`src/rtl/wb_sram_byte_en_bridge.sv`:
```
// wb_sram_byte_en_bridge
//   Wishbone classic slave in front of a byte-enable SRAM with a registered
//   (1-cycle) read port. Narrow Wishbone accesses are steered onto one lane of
//   a wide SRAM line. A single-line read buffer serves repeated reads to the
//   same line without an SRAM cycle. Writes go straight through to the SRAM
//   and are also merged into the buffer when they hit the buffered line.
//
// Ports
//   i_clk, i_rst           clock, synchronous active-high reset
//   i_wb_adr/dat/sel/we    Wishbone byte address, write data, byte selects, write
//   i_wb_cyc, i_wb_stb     Wishbone cycle / strobe
//   o_wb_dat               read data, valid while o_wb_ack is high
//   o_wb_ack, o_wb_err     one-cycle acknowledge / error
//   o_sram_*               registered SRAM address, write data, write enable,
//                          byte enables
//   i_sram_read_data       SRAM read data (one cycle after the address)
module wb_sram_byte_en_bridge #(
  parameter int unsigned WB_AWIDTH          = 32,
  parameter int unsigned WB_DWIDTH          = 32,
  parameter int unsigned SRAM_ADDRESS_WIDTH = 7,
  parameter int unsigned SRAM_DATA_WIDTH    = 128
) (
  input  logic                            i_clk,
  input  logic                            i_rst,
  input  logic [WB_AWIDTH-1:0]            i_wb_adr,
  input  logic [WB_DWIDTH-1:0]            i_wb_dat,
  input  logic [WB_DWIDTH/8-1:0]          i_wb_sel,
  input  logic                            i_wb_we,
  input  logic                            i_wb_cyc,
  input  logic                            i_wb_stb,
  output logic [WB_DWIDTH-1:0]            o_wb_dat,
  output logic                            o_wb_ack,
  output logic                            o_wb_err,
  output logic [SRAM_ADDRESS_WIDTH-1:0]   o_sram_address,
  output logic [SRAM_DATA_WIDTH-1:0]      o_sram_write_data,
  output logic                            o_sram_write_enable,
  output logic [SRAM_DATA_WIDTH/8-1:0]    o_sram_byte_enable,
  input  logic [SRAM_DATA_WIDTH-1:0]      i_sram_read_data
);

  localparam int unsigned WB_BYTES   = WB_DWIDTH / 8;
  localparam int unsigned SRAM_BYTES = SRAM_DATA_WIDTH / 8;
  localparam int unsigned NUM_LANES  = SRAM_DATA_WIDTH / WB_DWIDTH;
  localparam int unsigned LINE_SHIFT = $clog2(SRAM_BYTES);
  localparam int unsigned LANE_SHIFT = $clog2(WB_BYTES);
  localparam int unsigned LANE_W     = (NUM_LANES > 1) ? $clog2(NUM_LANES) : 1;
  localparam int unsigned RANGE_BIT  = LINE_SHIFT + SRAM_ADDRESS_WIDTH;

  typedef enum logic [2:0] {
    S_IDLE,
    S_WR_ACK,
    S_RD_WAIT,
    S_RD_CAP,
    S_RD_ACK,
    S_ERR
  } state_t;

  state_t                          state_q, state_d;

  logic [SRAM_DATA_WIDTH-1:0]      buf_q, buf_d;
  logic                            buf_valid_q, buf_valid_d;
  logic [SRAM_ADDRESS_WIDTH-1:0]   buf_tag_q, buf_tag_d;
  logic [LANE_W-1:0]               lane_q, lane_d;

  logic [WB_DWIDTH-1:0]            wb_dat_d;
  logic                            wb_ack_d;
  logic                            wb_err_d;
  logic [SRAM_ADDRESS_WIDTH-1:0]   sram_address_d;
  logic [SRAM_DATA_WIDTH-1:0]      sram_write_data_d;
  logic                            sram_write_enable_d;
  logic [SRAM_BYTES-1:0]           sram_byte_enable_d;

  // Request decode
  logic                            req_c;
  logic                            req_oor_c;
  logic                            req_hit_c;
  logic [LANE_W-1:0]               req_lane_c;
  logic [SRAM_ADDRESS_WIDTH-1:0]   req_line_c;
  logic [SRAM_BYTES-1:0]           req_be_c;
  logic [SRAM_DATA_WIDTH-1:0]      req_wdata_c;
  logic [SRAM_DATA_WIDTH-1:0]      merged_buf_c;

  always_comb begin
    req_c       = i_wb_cyc & i_wb_stb;
    req_lane_c  = LANE_W'(i_wb_adr >> LANE_SHIFT) & LANE_W'(NUM_LANES - 1);
    req_line_c  = SRAM_ADDRESS_WIDTH'(i_wb_adr >> LINE_SHIFT);
    req_oor_c   = |(i_wb_adr >> RANGE_BIT);
    req_hit_c   = buf_valid_q && (buf_tag_q == req_line_c);
    req_be_c    = SRAM_BYTES'(i_wb_sel) << (32'(req_lane_c) * WB_BYTES);
    req_wdata_c = {NUM_LANES{i_wb_dat}};
  end

  // Buffer image after a write-through merge of the selected bytes
  always_comb begin
    merged_buf_c = buf_q;
    for (int unsigned b = 0; b < SRAM_BYTES; b++) begin
      if (req_be_c[b]) begin
        merged_buf_c[b*8 +: 8] = req_wdata_c[b*8 +: 8];
      end
    end
  end

  // Next-state and next-output logic
  always_comb begin
    state_d             = state_q;
    buf_d               = buf_q;
    buf_valid_d         = buf_valid_q;
    buf_tag_d           = buf_tag_q;
    lane_d              = lane_q;
    wb_dat_d            = '0;
    wb_ack_d            = 1'b0;
    wb_err_d            = 1'b0;
    sram_address_d      = o_sram_address;
    sram_write_data_d   = o_sram_write_data;
    sram_write_enable_d = 1'b0;
    sram_byte_enable_d  = o_sram_byte_enable;

    case (state_q)
      S_IDLE: begin
        if (req_c) begin
          if (req_oor_c) begin
            wb_err_d = 1'b1;
            state_d  = S_ERR;
          end else if (i_wb_we) begin
            sram_address_d      = req_line_c;
            sram_write_data_d   = req_wdata_c;
            sram_byte_enable_d  = req_be_c;
            sram_write_enable_d = 1'b1;
            wb_ack_d            = 1'b1;
            if (req_hit_c) begin
              buf_d = merged_buf_c;
            end
            state_d = S_WR_ACK;
          end else if (req_hit_c) begin
            wb_dat_d = buf_q[32'(req_lane_c) * WB_DWIDTH +: WB_DWIDTH];
            wb_ack_d = 1'b1;
            state_d  = S_RD_ACK;
          end else begin
            sram_address_d = req_line_c;
            lane_d         = req_lane_c;
            state_d        = S_RD_WAIT;
          end
        end
      end

      // Ack already presented; SRAM captures the write on this edge
      S_WR_ACK: state_d = S_IDLE;

      // SRAM samples the address on this edge
      S_RD_WAIT: state_d = S_RD_CAP;

      // Line is on i_sram_read_data: fill the buffer even if the master left
      S_RD_CAP: begin
        buf_d       = i_sram_read_data;
        buf_valid_d = 1'b1;
        buf_tag_d   = o_sram_address;
        if (i_wb_cyc) begin
          wb_dat_d = i_sram_read_data[32'(lane_q) * WB_DWIDTH +: WB_DWIDTH];
          wb_ack_d = 1'b1;
          state_d  = S_RD_ACK;
        end else begin
          state_d  = S_IDLE;
        end
      end

      S_RD_ACK: state_d = S_IDLE;
      S_ERR:    state_d = S_IDLE;
      default:  state_d = S_IDLE;
    endcase
  end

  // State, buffer and output registers
  always_ff @(posedge i_clk) begin
    if (i_rst) begin
      state_q             <= S_IDLE;
      buf_q               <= '0;
      buf_valid_q         <= 1'b0;
      buf_tag_q           <= '0;
      lane_q              <= '0;
      o_wb_dat            <= '0;
      o_wb_ack            <= 1'b0;
      o_wb_err            <= 1'b0;
      o_sram_address      <= '0;
      o_sram_write_data   <= '0;
      o_sram_write_enable <= 1'b0;
      o_sram_byte_enable  <= '0;
    end else begin
      state_q             <= state_d;
      buf_q               <= buf_d;
      buf_valid_q         <= buf_valid_d;
      buf_tag_q           <= buf_tag_d;
      lane_q              <= lane_d;
      o_wb_dat            <= wb_dat_d;
      o_wb_ack            <= wb_ack_d;
      o_wb_err            <= wb_err_d;
      o_sram_address      <= sram_address_d;
      o_sram_write_data   <= sram_write_data_d;
      o_sram_write_enable <= sram_write_enable_d;
      o_sram_byte_enable  <= sram_byte_enable_d;
    end
  end

endmodule

```
`config.mk`:
```
export PLATFORM = sky130hd
export DESIGN_NAME = wb_sram_byte_en_bridge
export DESIGN_NICKNAME = d
export VERILOG_FILES = /design/src/rtl/wb_sram_byte_en_bridge.sv
export SDC_FILE = /design/constraint.sdc
export NUM_CORES = 1
export LEC_CHECK = 0
export BUFFER_PORTS_ARGS = -buffer_cell sky130_fd_sc_hd__buf_2
export CAP_MARGIN = 5
export CORE_MARGIN = 2
export CORE_UTILIZATION = 50
export DETAILED_ROUTE_END_ITERATION = 7
export PLACE_DENSITY = 0.8
export SYNTH_ARGS = -nofsm -noshare
export SYNTH_HDL_FRONTEND = slang
export SYNTH_SLANG_ARGS = --single-unit
```
`constraint.sdc`:
```
create_clock -name i_clk -period 2.5 [get_ports i_clk]
set_clock_uncertainty 0.2 [all_clocks]
set_input_delay 0 -clock i_clk [delete_from_list [all_inputs] [get_ports i_clk]]
set_output_delay 0 -clock i_clk [all_outputs]
set_load 0.01 [all_outputs]
```
== After elaboration in Yosys (flattened, before gate mapping) ==
Cells that the tools add are included.
W data, S select, Z words.
Cells by class
  bitwise logic cells: 6
  shifts and indexed selects: 3
  reductions and logical operators: 25
  muxes and demuxes: 43
  eq/ne operators: 24
Operators by type and width (number)
  $mux W128: 4
  $pmux W128 S2: 1
  $shiftx A128 B8 Y32: 2
  $mux W32: 5
  $mux W8: 16
  $reduce_and A6 Y1: 16
  $pmux W32 S2: 1
  $ne A2 B2 Y1 const B: 21
  $reduce_or A24 Y1: 1
  $reduce_or A21 Y1: 1
  $shl A4 B4 Y16: 1
  $mux W3: 5
  $mux W7: 2
  $pmux W3 S3: 1
  $reduce_and A4 Y1: 2
  $eq A7 B7 Y1: 1
  $mux W1: 7
  $eq A3 B2 Y1 const B: 2
  $not A1 Y1: 5
  $reduce_and A5 Y1: 1
  $logic_not A3 Y1: 1
  $reduce_or A3 Y1: 1
  $pmux W1 S2: 1
  $reduce_bool A2 Y1: 1
  2 further kinds: 2
Storage, ports and cells
  input port bits: 201
  bits in registers: 327

== Depth between registers and ports, before layout ==
  depth after elaboration: 7
  depth in mapped cells: 8
  depth with buffers taken out: 5

== Least setup slack after synthesis ==
OpenSTA, ideal clock, no wires.
  kind: reg2reg
  start point: reg state_q[2]
  end point: reg o_sram_byte_enable[6]
  library setup time: 0.132 ns
  period minus slack after synthesis: 2.131 ns
  stages on the path, launching flop included: 8
  arrival time: 1.799 ns
  slack: 0.369 ns
  cells stage by stage: dfxtp_1 -> or3_1 -> or4_1 -> clkbuf_1 -> buf_2 -> buf_4 -> nand2_1 -> a21oi_1
On the way
  longest elaborated chain between the ends: 2
RTL lines
  start, declared: RTL line 58  | state_t state_q, state_d;
  start signal, assigned: RTL line 188  | state_q <= state_d;
  $logic_not A3 Y1: RTL line 118  | case (state_q)
  $reduce_and A4 Y1 (no line)
  end signal, assigned: RTL line 199  | o_sram_byte_enable <= sram_byte_enable_d;
  end, declared: RTL line 37  | output logic [SRAM_DATA_WIDTH/8-1:0] o_sram_byte_enable,
No other way between the ends.
A chain may end at the register's enable or synchronous reset.

== Worst setup path in the final report ==
  start point: in i_wb_adr[15]
  end point: reg buf_q[52]
On the way
  longest elaborated chain between the ends: 3
RTL lines
  start, declared: RTL line 25  | input logic [WB_AWIDTH-1:0] i_wb_adr,
  $reduce_or A21 Y1: RTL line 87  | req_oor_c = |(i_wb_adr >> RANGE_BIT);
  $ne A2 B2 Y1 (no line)
  $reduce_and A6 Y1 (no line)
  end signal, assigned: RTL line 189  | buf_q <= buf_d;
  end, declared: RTL line 60  | logic [SRAM_DATA_WIDTH-1:0] buf_q, buf_d;
No other way between the ends.

==> reports/qor.txt <==
Outcome -> complete, no violations
Fill cell count -> 1959
# H-tree levels -> 1
Peak VDD IR -> 0.421 mV
DR WL/cell -> 21.1 um
Commonest cells in the netlist -> 264 x nand2_1, 231 x dfxtp_1, 186 x a21oi_1, 148 x nand2b_1, 140 x nor2_1
Final Max Tran Viols -> 0
Ys async rst share -> 0%
DR iter-0 viols -> 1752
Post-route ant nets -> 0
Die Area -> 0.0282 mm^2
Clock transition at path regs -> 60 ps
Post-synth EDFFs -> 0
Die H -> 168 um
Top-area cell type share of the netlist area -> 34.4%
Post-synth net total -> 1769
Largest net degree at the start of global routing -> 129
Pre-CTS setup slack -> 154 ps
Maxcap violations -> 0
Synth Warn # -> 0
Port bufs -> 384
Nets -> 2228
GRT Total Usage -> 33.8%
Final hold violation count -> 0
Yosys cell types -> 41
Core occupancy in the finished layout -> 67.7%
Synthesized cell area -> 0.0134 mm^2
CTS tree -> built
Final min period -> 2450 ps
Hold Crit Class -> primary input to flop
HPWL after DPL -> 30000 um
Worst EP arrival -> 2690 ps
Seq pwr share -> 43.6%
Via count -> 14400
Sequential cell area fraction in the yosys report -> 34.4%
Chip width -> 168 um
Later-pin clock latency in the skew report -> 530 ps
Drt via density -> 6.04
CTS buffer count -> 26
Measured slew at the worst slew-check pin -> 898 ps
Synthesized flop and latch total -> 231
Largest cells by area after synthesis -> dfxtp_1 34%, mux4_2 11%, nand2_1 7.4%
Synth Area per Inst -> 8.58 um^2
Root Buffer -> clkbuf_16
Setup Viol. Count Final -> 0
TritonRoute pass-1 iters -> 7
Clock Tree Buf Depth -> 3
Share of post-route cells with drive strength above 1 -> 30.4%
Synth-to-layout area growth -> 34.1%
Worst R2R Setup Slack -> 60 ps
Starting Density -> 50.5%
Sw frac -> 25.9%
Critical path type -> primary input to flop
Io pins -> 387
Yosys top cell by area -> dfxtp_1
Worst relative slew slack -> 39.7%
FP Rows -> 60
P_leak -> 7.42 nW
Vias in the first global route -> 14000
Crit path max fanout -> 16
Setup crit end kind -> flop
Cell with the most instances after synthesis -> nand2_1
CP Launch Type -> primary input
Core Area -> 0.0267 mm^2
CTS sink cnt -> 231
Comb pwr share -> 14.6%
Tcrit/Tclk final -> 98.2%
Global-route wire length before repair -> 75600 um
GPL Wtd Cong -> 0.836
Ant diodes -> 0
Initial antenna violation count -> 0
Switching Power -> 0.00230 W
Hold_ws -> 75.3 ps
Pwr/cell area -> 491 mW/mm^2
Worst path required time -> 2730 ps
DRC violations left -> 0
RSZ-0062 raised after global routing -> yes
Gr ovfl total -> 0
DRT Wirelength -> 50300 um
Synth Instances -> 1568
Worst Setup Slack, final -> 45.6 ps
FMAX -> 0.407 GHz
Main synth FF type -> dfxtp_1
Clock Power Share -> 41.8%
P_int -> 0.00656 W
-- critical path: stages --
cell and delay, ps:
dlygate4sd3_1 530, buf_2 140, nor4_4 410, nand4_4 170, buf_4 200, nor4_4 320, buf_12 230, o21ai_1 310
o221ai_1 360
-- final cells by class --
class	instances	area, um^2	share of cell area (%)
clock inverter	9	48.8	0.271
inverter	33	124	0.687
multi-input combinational	1094	7490	41.5
timing repair buffer	641	4550	25.2
sequential	231	4630	25.7
clock buffer	37	763	4.23
tap	341	427	2.37
-- final timing paths --
path / start / end / depth (start not counted)
setup reg to reg: buf_tag_q[1] / buf_q[52] / 6
setup / recovery: i_wb_adr[15] / buf_q[52] / 9
hold / removal: i_wb_dat[5] / o_sram_write_data[101] / 4
hold reg to reg: o_sram_byte_enable[7] / o_sram_byte_enable[7] / 2
-- state kept, by name (all words and copies together), names as in the netlist --
register and cells:
buf_q 128, o_sram_write_data 32, o_wb_dat 32, o_sram_byte_enable 16, buf_tag_q 7, o_sram_address 7
state_q 3, lane_q 2, buf_valid_q 1, o_sram_write_enable 1, o_wb_ack 1, o_wb_err 1
-- routing by layer --
layer / routed length [um] / GRT usage (%) / vias up
li1: - / - / 6351
met1: 17800 / 40.2 / 6786
met2: 24500 / 58.2 / 1070
met3: 4930 / 4.80 / 204
met4: 3030 / 20.2 / 0
met5: 0 / 0 / -
-- cells in the final DEF, fill, tap and decap left out, types with 5 or more instances in the layout --
cell type	netlist	routed
clkbuf_1	78	5
nor4_4	4	5
nand2b_1	148	148
mux4_2	64	64
clkbuf_16	0	27
inv_1	33	33
dlygate4sd3_1	0	209
dfxtp_1	231	229
a21oi_1	186	186
o221ai_1	88	88
o221ai_2	40	40
nand2_1	264	264
nand3_1	15	14
clkbuf_8	0	5
o21ai_4	10	10
buf_4	98	35
nand4_1	7	7
mux2i_1	9	9
buf_2	16	383
xnor2_1	7	7
o21ai_2	11	12
buf_12	0	14
clkinv_2	0	8
o21ai_0	30	30
nor2_1	140	137
and2_1	32	32
o21ai_1	14	13
-- logic make-up (layout without fill, tap and decap cells) --
kind of cell           after synthesis  in the layout  share of synthesized area (%)
flip-flops                         231            231                           34.4
AO/OA/AOI/OAI                      383            383                           20.9
buffers and inverters              243            720                           10.4
multiplexers                        73             73                           11.4
XOR/XNOR                             7              7                          0.456
AND/OR/NAND/NOR                    631            631                           22.4
-- repair_timing --
item                                    4_1_cts  5_1_grt
setup buffers                                 0        3
gates resized for setup                       0        7
endpoints found under the setup margin        0       10
hold endpoints to repair                    231        0
hold buffers                                209        0
-- power by group through the flow --
| stage | Clock, W | Sequential, W | Combinational (W) |
|---|---|---|---|
| final | 0.00370 | 0.00386 | 0.00129 |
| after global routing | 0.00387 | 0.00387 | 0.00136 |
| after CTS | 0.00373 | 0.00386 | 0.00124 |
| after detailed placement | 0 | 0.00394 | 0.000992 |
| after global placement | 0 | 0.00393 | 0.000969 |
| after floorplan | 0 | 0.00392 | 0.000579 |
-- per-stage QoR --
step	setup TNS [ps]	power, W	cells	cell area (um^2)
global placement	0	0.00490	2128	15100
CTS	0	0.00883	2383	18000
global route	-33.1	0.00910	2386	18000
finish	0	0.00885	2386	18000
detailed placement	0	0.00493	2128	15100
floorplan	0	0.00450	1568	13400
Note: power is estimated with default switching activity, not from simulation.
